[src/rtl/mem_bus_master.sv]
// mem_bus_master: single-request load/store initiator driving a synchronous RAM port.
// Latency: accept-to-resp_valid is 2 cycles (store), 2+READ_WAIT (load), 1 (out-of-range).
// Backpressure: req_ready only in IDLE; requests offered while busy are ignored, never queued.
//
// Ports:
//   clock, reset            - single clock, synchronous active-high reset
//   req_valid/req_ready     - request handshake; req_we, req_addr (MAR), req_wdata (MDR)
//   resp_valid/resp_err     - one-cycle completion pulse, error = address out of range
//   resp_rdata              - last successful load data, held between loads
//   busy                    - inverse of req_ready
//   mem_address/mem_read/mem_write/mem_data_out/mem_data_in - RAM port
module mem_bus_master #(
    parameter int ADDR_W    = 9,
    parameter int DATA_W    = 32,
    parameter int READ_WAIT = 1
) (
    input  logic              clock,
    input  logic              reset,
    input  logic              req_valid,
    output logic              req_ready,
    input  logic              req_we,
    input  logic [31:0]       req_addr,
    input  logic [DATA_W-1:0] req_wdata,
    output logic              resp_valid,
    output logic              resp_err,
    output logic [DATA_W-1:0] resp_rdata,
    output logic              busy,
    output logic [ADDR_W-1:0] mem_address,
    output logic              mem_read,
    output logic              mem_write,
    output logic [DATA_W-1:0] mem_data_out,
    input  logic [DATA_W-1:0] mem_data_in
);

    localparam logic [1:0] S_IDLE  = 2'd0;
    localparam logic [1:0] S_ISSUE = 2'd1;
    localparam logic [1:0] S_WAIT  = 2'd2;
    localparam logic [1:0] S_RESP  = 2'd3;

    logic [1:0]        r_state;
    logic              r_we;
    logic              r_err;
    logic [ADDR_W-1:0] r_addr;
    logic [DATA_W-1:0] r_wdata;
    logic [DATA_W-1:0] r_rdata;
    logic [2:0]        r_cnt;

    logic w_accept;
    logic w_out_of_range;
    logic w_issue;
    logic w_wait;

    assign w_accept       = req_valid && (r_state == S_IDLE);
    assign w_out_of_range = |req_addr[31:ADDR_W];
    assign w_issue        = (r_state == S_ISSUE);
    assign w_wait         = (r_state == S_WAIT);

    always_ff @(posedge clock) begin
        if (reset) begin
            r_state <= S_IDLE;
            r_we    <= 1'b0;
            r_err   <= 1'b0;
            r_addr  <= '0;
            r_wdata <= '0;
            r_rdata <= '0;
            r_cnt   <= 3'd0;
        end else begin
            case (r_state)
                S_IDLE: begin
                    if (w_accept) begin
                        r_we    <= req_we;
                        r_wdata <= req_wdata;
                        if (w_out_of_range) begin
                            // No RAM access: the address register keeps the last
                            // driven value so mem_address does not glitch.
                            r_err   <= 1'b1;
                            r_state <= S_RESP;
                        end else begin
                            r_addr  <= req_addr[ADDR_W-1:0];
                            r_state <= S_ISSUE;
                        end
                    end
                end
                S_ISSUE: begin
                    if (r_we) begin
                        r_state <= S_RESP;
                    end else begin
                        r_cnt   <= 3'(READ_WAIT - 1);
                        r_state <= S_WAIT;
                    end
                end
                S_WAIT: begin
                    if (r_cnt == 3'd0) begin
                        r_rdata <= mem_data_in;
                        r_state <= S_RESP;
                    end else begin
                        r_cnt <= r_cnt - 3'd1;
                    end
                end
                S_RESP: begin
                    r_err   <= 1'b0;
                    r_state <= S_IDLE;
                end
                default: r_state <= S_IDLE;
            endcase
        end
    end

    assign req_ready  = (r_state == S_IDLE);
    assign busy       = !req_ready;
    assign resp_valid = (r_state == S_RESP);
    assign resp_err   = (r_state == S_RESP) && r_err;
    assign resp_rdata = r_rdata;

    // RAM strobes are gated by reset so a store whose ISSUE cycle
    // coincides with a reset edge never commits.
    assign mem_address  = r_addr;
    assign mem_write    = !reset && w_issue && r_we;
    assign mem_read     = !reset && ((w_issue && !r_we) || w_wait);
    assign mem_data_out = (!reset && w_issue && r_we) ? r_wdata : '0;

endmodule

[config.mk]
export PLATFORM = sky130hd
export DESIGN_NAME = mem_bus_master
export DESIGN_NICKNAME = d
export VERILOG_FILES = /design/src/rtl/mem_bus_master.sv
export SDC_FILE = /design/constraint.sdc
export NUM_CORES = 1
export LEC_CHECK = 0
export ABC_CLOCK_PERIOD_IN_PS = 2400
export CORE_MARGIN = 1
export CORE_UTILIZATION = 39
export CTS_CLUSTER_DIAMETER = 60
export DETAILED_ROUTE_END_ITERATION = 12
export PLACE_DENSITY = 0.81
export SYNTH_ARGS = -nofsm -noshare
export SYNTH_HDL_FRONTEND = slang
export SYNTH_SLANG_ARGS = --single-unit
[constraint.sdc]
create_clock -name clock -period 2.4 [get_ports clock]
set_input_delay 0.72 -clock clock [delete_from_list [all_inputs] [get_ports clock]]
set_output_delay 0.72 -clock clock [all_outputs]
set_load 0.01 [all_outputs]
# [Word level (Yosys, flattened, before mapping)]
# Cells that the tools add are included.
[word_totals] ff_bits=80 in_bits=100 elab_cells=50 out_inout_bits=79
[op_classes] addsub=1 eq_ne=8 n_mux=12 reduce_logical=21 n_bitwise=1
[ops] op="32-bit 2-to-1 mux" count=1
[ops] op="23-bit OR reduction" count=1
[ops] op="3-bit AND reduction" count=3
[ops] op="2-bit one-hot mux with 4 select lines" count=1
[ops] op="1-bit logical AND" count=6
[ops] op="2-bit 2-to-1 mux" count=3
[ops] op="3-bit 2-to-1 mux" count=2
[ops] op="2-bit by 1-bit inequality test with 1-bit output (second input constant)" count=3
[ops] op="3-bit one-hot mux with 2 select lines" count=1
[ops] op="2-bit AND reduction" count=3
[ops] op="2-bit equality test (second input constant)" count=2
[ops] op="2-bit inequality test (second input constant)" count=2
[ops] op="2-bit nonzero test" count=2
[ops] op="1-bit zero test" count=3
[ops] op="3-bit zero test" count=1
[ops] op="1-bit 2-to-1 mux" count=3
[ops] op="3-bit by 1-bit subtractor with 3-bit output (second input constant)" count=1
[ops] op="2-bit by 1-bit equality test with 1-bit output (second input constant)" count=1
[ops] op="2-bit zero test" count=1
[ops] op="1-bit one-hot mux with 2 select lines" count=1
[ops] op="1-bit logical OR" count=1
[ops] op="1-bit inverter" count=1

# [Longest topological paths before layout]
# Gate-level depths: netlist of run 1.
[logic_depth] word_depth=4 mapped_depth=7 mapped_depth_nobuf=7

# [Worst setup path after synthesis of run 1]
# No wires, ideal clock.
[synth_timing] path_kind="input to output" startpoint="input port reset" endpoint="output port mem_data_out[22]" n_path_buf=2 setup_slack_ns=0.121 arrival_ns=1.559 stages=4 path_cell_list="buf_2 -> nor2_1 -> clkbuf_1 -> and2_1"
[synth_between] elab_chain_cells=4
[synth_lines] element="start: declaration" line_no="18" source="input logic reset,"
[synth_lines] element="1-bit zero test"
[synth_lines] element="1-bit logical AND (2 in a row)"
[synth_lines] element="via mem_write" line_no="30" source="output logic mem_write,"
[synth_lines] element="32-bit 2-to-1 mux" line_no="120" source="assign mem_data_out = (!reset && w_issue && r_we) ? r_wdata : '0;"
[synth_lines] element="end: declaration" line_no="31" source="output logic [DATA_W-1:0] mem_data_out,"
# The timed path passes the listed nets, and every way through them passes these cells.

# [Worst setup path in the final report of run 1]
[layout_timing] startpoint="register r_state[1]" endpoint="output port mem_data_out[30]"
[layout_between] elab_chain_cells=4
[layout_lines] element="start: declaration" line_no="40" source="logic [1:0] r_state;"
[layout_lines] element="start signal: assignment" line_no="60" source="r_state <= S_IDLE;"
[layout_lines] element="start signal: assignment" line_no="77" source="r_state <= S_RESP;"
[layout_lines] element="start signal: assignment" line_no="80" source="r_state <= S_ISSUE;"
[layout_lines] element="2-bit by 1-bit equality test with 1-bit output" line_no="55" source="assign w_issue = (r_state == S_ISSUE);"
[layout_lines] element="1-bit logical AND (2 in a row)" line_no="120"
[layout_lines] element="32-bit 2-to-1 mux" line_no="120"
# No other way between the ends.

==> metrics.txt, run 1 <==
GRT busiest layer=met2; FF+latch count, synth=80; Final nets=704; R2R depth=8; post-layout min period=2.347 ns; Async S/R FF share, synth=0%; Final setup viols=0; pin count of the biggest net entering global routing=79; critical path startpoint category=flip-flop; Starting DRT DRC Count=115; vias per std cell=4.824; met1 usage=26.41%; pre-CTS setup slack=-0.2043 ns; initial antenna violation count=0; cts hold-fix bufs=0; vias in the first global route=3397; library cells used by synthesis=32; TritonCTS Buffers=9; setup ws final=0.05295 ns; Final GP Congestion=0.7742; Clock Tree Root=clkbuf_8; Core Region=7888 um2; hold depth=2; CTS Sinks=80; Cells after Synth=408; leakage=2.175 nW; critical path endpoint category=output port; I/O pin cnt=179; Die Wd=93.14 um; Max IR drop VDD=0.0004458 V; Worst Skew=0.007677 ns; final hold violations=0; met2 usage=40.56%; post-synthesis average cell area=7.940 um2; met3 usage=5.447%; top_reg_cell synth=dfxtp_1; Critical Path RT=1.68 ns; clock latency on the worst-skew pair=0.34 ns; total gr overflow=0; 1st-pass router iterations=4; Core Rows=32; layout cells sized above 1=16.45%; Critical Path AT=1.63 ns; pwr dens=813.2 nW/um2; count of input and output buffers=178; Total Die Area=8674 um2; Synth Warn #=0; total of max-cap violations=0; EDFF count, synth=0; number of fillers in the final layout=662; Post-Syn Area=3239 um2; Max Fclk=426.1 MHz; P&R area growth vs syn=69.14%; chip height=93.14 um; DRC Markers=0; Routed WL=9659 um; Reg clk slew, reported paths=0.08 ns; Avg WL per Cell=13.72 um; antenna viol nets, final=0; Initial Utilization=41.07%; first-pass GRT wire length=15750 um; DP Wirelength=6649 um; Final Max Slew Viols=0; Ant. Diodes=0; final hold slack=0.4545 ns; Tcrit/Tclk final=97.79%; detailed-route via count=3396; Total GRT Usage=22.70%; CTS tree=built; register area share after synthesis=49.44%; CTS max path bufs=2; Worst Path Class, Setup=reg -> out; Crit Path Max Fanout=4; outcome=finished clean; slew margin rel.=44.59%; post-synth net total=515; htree depth=3; Hold Path Class=reg -> reg; Core Util, Final=69.46%; Worst-Margin Slew=0.8311 ns
==> critical path, cell delays in order (launching register included) <==
cell,delay (ns)
dfxtp_2,0.32
inv_2,0.07
ha_4,0.14
nand2_4,0.06
nor2_4,0.15
buf_6,0.13
buf_6,0.09
buf_4,0.10
and2_4,0.12
buf_2,0.12
==> per-stage QoR <==
step	instances	cell area [um2]	power, mW	setup TNS [ns]
floorplan	408	3239	2.506	0
global placement	676	5151	3.181	-4.424
detailed placement	676	5151	3.240	-5.635
CTS	706	5454	4.485	-0.8830
global route	704	5479	4.740	-0.06322
finish	704	5479	4.455	0
==> area by class of cell <==
class	count	area, um2	share of cell area (%)
clock buffers	10	127.6	2.329
inverters	8	30.03	0.5481
multi-input cells	294	1565	28.57
flip-flops and latches	80	1604	29.28
well taps	102	127.6	2.329
clock inverters	6	107.6	1.964
repair buffers	204	1917	34.99
==> worst paths after layout <==
check / slack (ns) / from / endpoint
setup / recovery: 0.05 / r_state[1] / mem_data_out[30]
hold / removal: 0.45 / r_wdata[27] / r_wdata[27]
setup reg to reg: 0.66 / r_state[1] / r_state[0]
hold reg to reg: 0.45 / r_wdata[27] / r_wdata[27]
==> synthesized netlist by cell type (all sizes together) (3+ instances only) <==
cell type	instances	area share, %
nor2	16	1.9
a21oi	68	11
mux2i	9	2.8
buf	9	1.5
ha	7	2.7
clkbuf	17	2.0
nor4	5	1.5
o21ai	3	0.46
inv	8	0.93
nand2	134	16
dfxtp	80	49
and2	34	6.6
==> flip-flops by register name, summed over array words and instances, names as in the netlist <==
name         cells
r_wdata         32
resp_rdata      32
r_we             1
r_state          2
r_err            1
r_cnt            3
mem_address      9
==> report_power, final <==
| group | switching (mW) | total [mW] | internal, mW | leakage, nW |
|---|---|---|---|---|
| registers | 0.140 | 1.73 | 1.59 | 0.653 |
| clock network | 0.468 | 1.16 | 0.688 | 0.116 |
| logic | 0.783 | 1.57 | 0.791 | 1.41 |
| total | 1.39 | 4.46 | 3.06 | 2.17 |
==> layout by cell type (no fill, tap or decap), drive strengths merged, types with 5 or more instances in the layout <==
cell	count
nor2	16
inv	8
dfxtp	80
a21oi	68
buf	58
nand2	134
nor4	5
ha	7
clkdlybuf4s50	140
clkbuf	10
and2	34
mux2i	9
==> repair_timing <==
| item | in CTS | in global routing |
|---|---|---|
| endpoints found under the setup margin | 36 | 30 |
| pin swaps | 7 | 2 |
| gates resized for setup | 160 | 20 |
| gates cloned | 2 | 0 |
| setup buffers | 12 | 2 |
==> cell families after synthesis <==
kind of cell | share of synthesized area (%)
fa+ha+maj | 2.704
flops | 49.44
xor+xnor | 0.5408
mux | 2.781
simple gates | 27.69
buf+inv | 4.403
compound gates | 12.44
==> metal layers <==
| layer | routed length [um] | vias to the layer above |
|---|---|---|
| met5 | 0 | - |
| met4 | 202 | 0 |
| met3 | 602 | 25 |
| met2 | 4969 | 118 |
| met1 | 3885 | 1560 |
| li1 | - | 1693 |
Note: power is estimated with default switching activity, not from simulation.
==> run 2, diff against run 1 <==
--- a/config.mk
+++ b/config.mk
@@ -10,6 +10,7 @@
 export CORE_UTILIZATION = 39
 export CTS_CLUSTER_DIAMETER = 60
 export DETAILED_ROUTE_END_ITERATION = 12
+export MAX_ROUTING_LAYER = met4
 export PLACE_DENSITY = 0.81
 export SYNTH_ARGS = -nofsm -noshare
 export SYNTH_HDL_FRONTEND = slang
==> run 2 against run 1 <==
Non-clock buffer count did not move. Sequential power barely moved. Fmax fell by 0.11%. Flip-flop and latch count is the same. Highest routed layer unchanged. Combinational power hardly changed. Register-to-register slack hardly changed. Critical path depth is the same. Sequential share of layout area unchanged. Worst setup slack got worse by 0.0027 ns. Die area stayed put.
==> metrics.txt, run 2 (synthesized netlist as in run 1, its figures left out) <==
Total GRT Usage=23.38% (+0.68 points); count of input and output buffers=178 (unchanged); number of fillers in the final layout=662 (unchanged); Core Util, Final=69.46% (unchanged); Sw Pwr=1.391 mW (about the same); DRC Markers=0 (unchanged); Reg clk slew, reported paths=0.08 ns (about the same); htree depth=3 (unchanged); internal power=3.064 mW (about the same); Avg WL per Cell=13.72 um (about the same); final hold violations=0 (unchanged); Critical Path AT=1.63 ns (about the same); clock power share=26.0% (about the same); Worst Skew=0.009266 ns (+0.001589 ns); Final Max Slew Viols=0 (unchanged); Core Rows=32 (unchanged); Total Die Area=8674 um2 (unchanged); Crit Path Max Fanout=5 (+1); vias per std cell=4.797 (-0.56%); Critical Path RT=1.68 ns (about the same); chip height=93.14 um (unchanged); TritonCTS Buffers=9 (unchanged); commonest non-fill, non-tap cell in the layout=clkdlybuf4s50_1; pin count of the biggest net entering global routing=79 (unchanged); R2R depth=8 (unchanged); Final nets=704 (unchanged); detailed-route via count=3377 (-0.56%); leakage=2.175 nW (unchanged); Worst-Margin Slew=0.8151 ns (-0.01600 ns); clock latency on the worst-skew pair=0.34 ns (about the same); Final Total Pwr=4.455 mW (about the same); Final setup viols=0 (unchanged); switching part of the total=31.22% (about the same); 1st-pass router iterations=4 (unchanged); outcome=finished clean; antenna viol nets, final=0 (unchanged); Ant. Diodes=0 (unchanged); pwr dens=813.1 nW/um2 (about the same); CTS tree=built; Final GP Congestion=0.7847 (+1.4%); total of max-cap violations=0 (unchanged); Clock Tree Root=clkbuf_8; first-pass GRT wire length=15780 um (+0.18%); Hold Path Class=reg -> reg; hold depth=2 (unchanged); Final Instance Area=5479 um2 (unchanged); Starting DRT DRC Count=122 (+6.1%); layout cells sized above 1=16.45% (unchanged); Max IR drop VDD=0.0004503 V (+1.0%); commonest non-fill, non-tap cells in the layout=clkdlybuf4s50_1 (140), nand2_1 (132), dfxtp_1 (78); CTS Sinks=80 (unchanged); total gr overflow=0 (unchanged); CTS max path bufs=2 (unchanged); I/O pin cnt=179 (unchanged); slew margin rel.=45.66% (+1.1 points); vias in the first global route=3394 (-0.088%); P&R area growth vs syn=69.14% (unchanged); post-layout min period=2.350 ns (+0.002688 ns); cts hold-fix bufs=0 (unchanged); cell area after placement=5151 um2 (unchanged); critical path endpoint category=output port; DP Wirelength=6649 um (unchanged); sequential power share=38.7% (about the same); Core Region=7888 um2 (unchanged); critical path startpoint category=flip-flop; initial antenna violation count=0 (unchanged); Routed WL=9656 um (about the same); Worst Path Class, Setup=reg -> out; Tcrit/Tclk final=97.91% (+0.11 points); Initial Utilization=41.07% (unchanged); Die Wd=93.14 um (unchanged); Max Fclk=425.6 MHz (-0.11%); combinational power share=35.3% (about the same)
## run 2: cell type report
cell class	instances	area [um2]	area share [%]
repair buffers	204	1917	34.99
inverters	8	30.03	0.5481
clock buffers	10	127.6	2.329
well taps	102	127.6	2.329
flip-flops and latches	80	1604	29.28
clock inverters	6	107.6	1.964
multi-input cells	294	1565	28.57
## run 2: power by group through the flow
stage	Clock, mW	Combinational [mW]	Sequential, mW
after floorplan	0	0.729	1.78
after global placement	0	1.45	1.73
after detailed placement	0	1.50	1.74
after CTS	1.19	1.57	1.72
after global routing	1.23	1.75	1.75
final	1.16	1.57	1.72
## run 2: critical path, cell delays in order, from the launching register on
cell     delay [ns]
dfxtp_2        0.32
inv_2          0.07
ha_4           0.14
nand2_4        0.06
nor2_4         0.15
buf_6          0.13
buf_6          0.09
buf_6          0.11
and2_4         0.14
buf_6          0.10
## run 2: repair_timing
| item | 4_1_cts | 5_1_grt |
|---|---|---|
| pin swaps | 7 | 2 |
| resized for setup | 160 | 20 |
| setup endpoints to repair | 36 | 30 |
| buffers inserted | 12 | 2 |
| gates cloned | 2 | 0 |
## run 2: final timing paths
| kind | from | end | slack, ns |
|---|---|---|---|
| hold / removal | r_wdata[27] | r_wdata[27] | 0.46 |
| setup / recovery | r_state[1] | mem_data_out[25] | 0.05 |
| hold reg to reg | r_wdata[27] | r_wdata[27] | 0.46 |
| setup reg to reg | r_state[1] | r_state[0] | 0.66 |
## run 2: metal layers
| layer | global-route usage [%] | up-vias | wire (um) | share of wire, % |
|---|---|---|---|---|
| met1 | 26.87 | 1537 | 3946 | 41 |
| met5 | - | - | 0 | 0 |
| met3 | 4.634 | 23 | 567 | 5.9 |
| li1 | - | 1692 | - | - |
| met4 | 7.692 | 0 | 195 | 2.0 |
| met2 | 40.81 | 125 | 4947 | 51 |
## run 2: metrics by stage
stage / hold slack, ns / TNS [ns] / cells / setup WS [ns]
finish: 0.4564 / 0 / 704 / 0.05026
global route: 0.4695 / -0.06240 / 704 / -0.01542
CTS: 0.4563 / -0.8830 / 706 / -0.1069
detailed placement: 0.4444 / -5.635 / 676 / -0.2043
global placement: 0.4392 / -4.424 / 676 / -0.1674
floorplan: 0.4317 / 0 / 408 / 0.1211
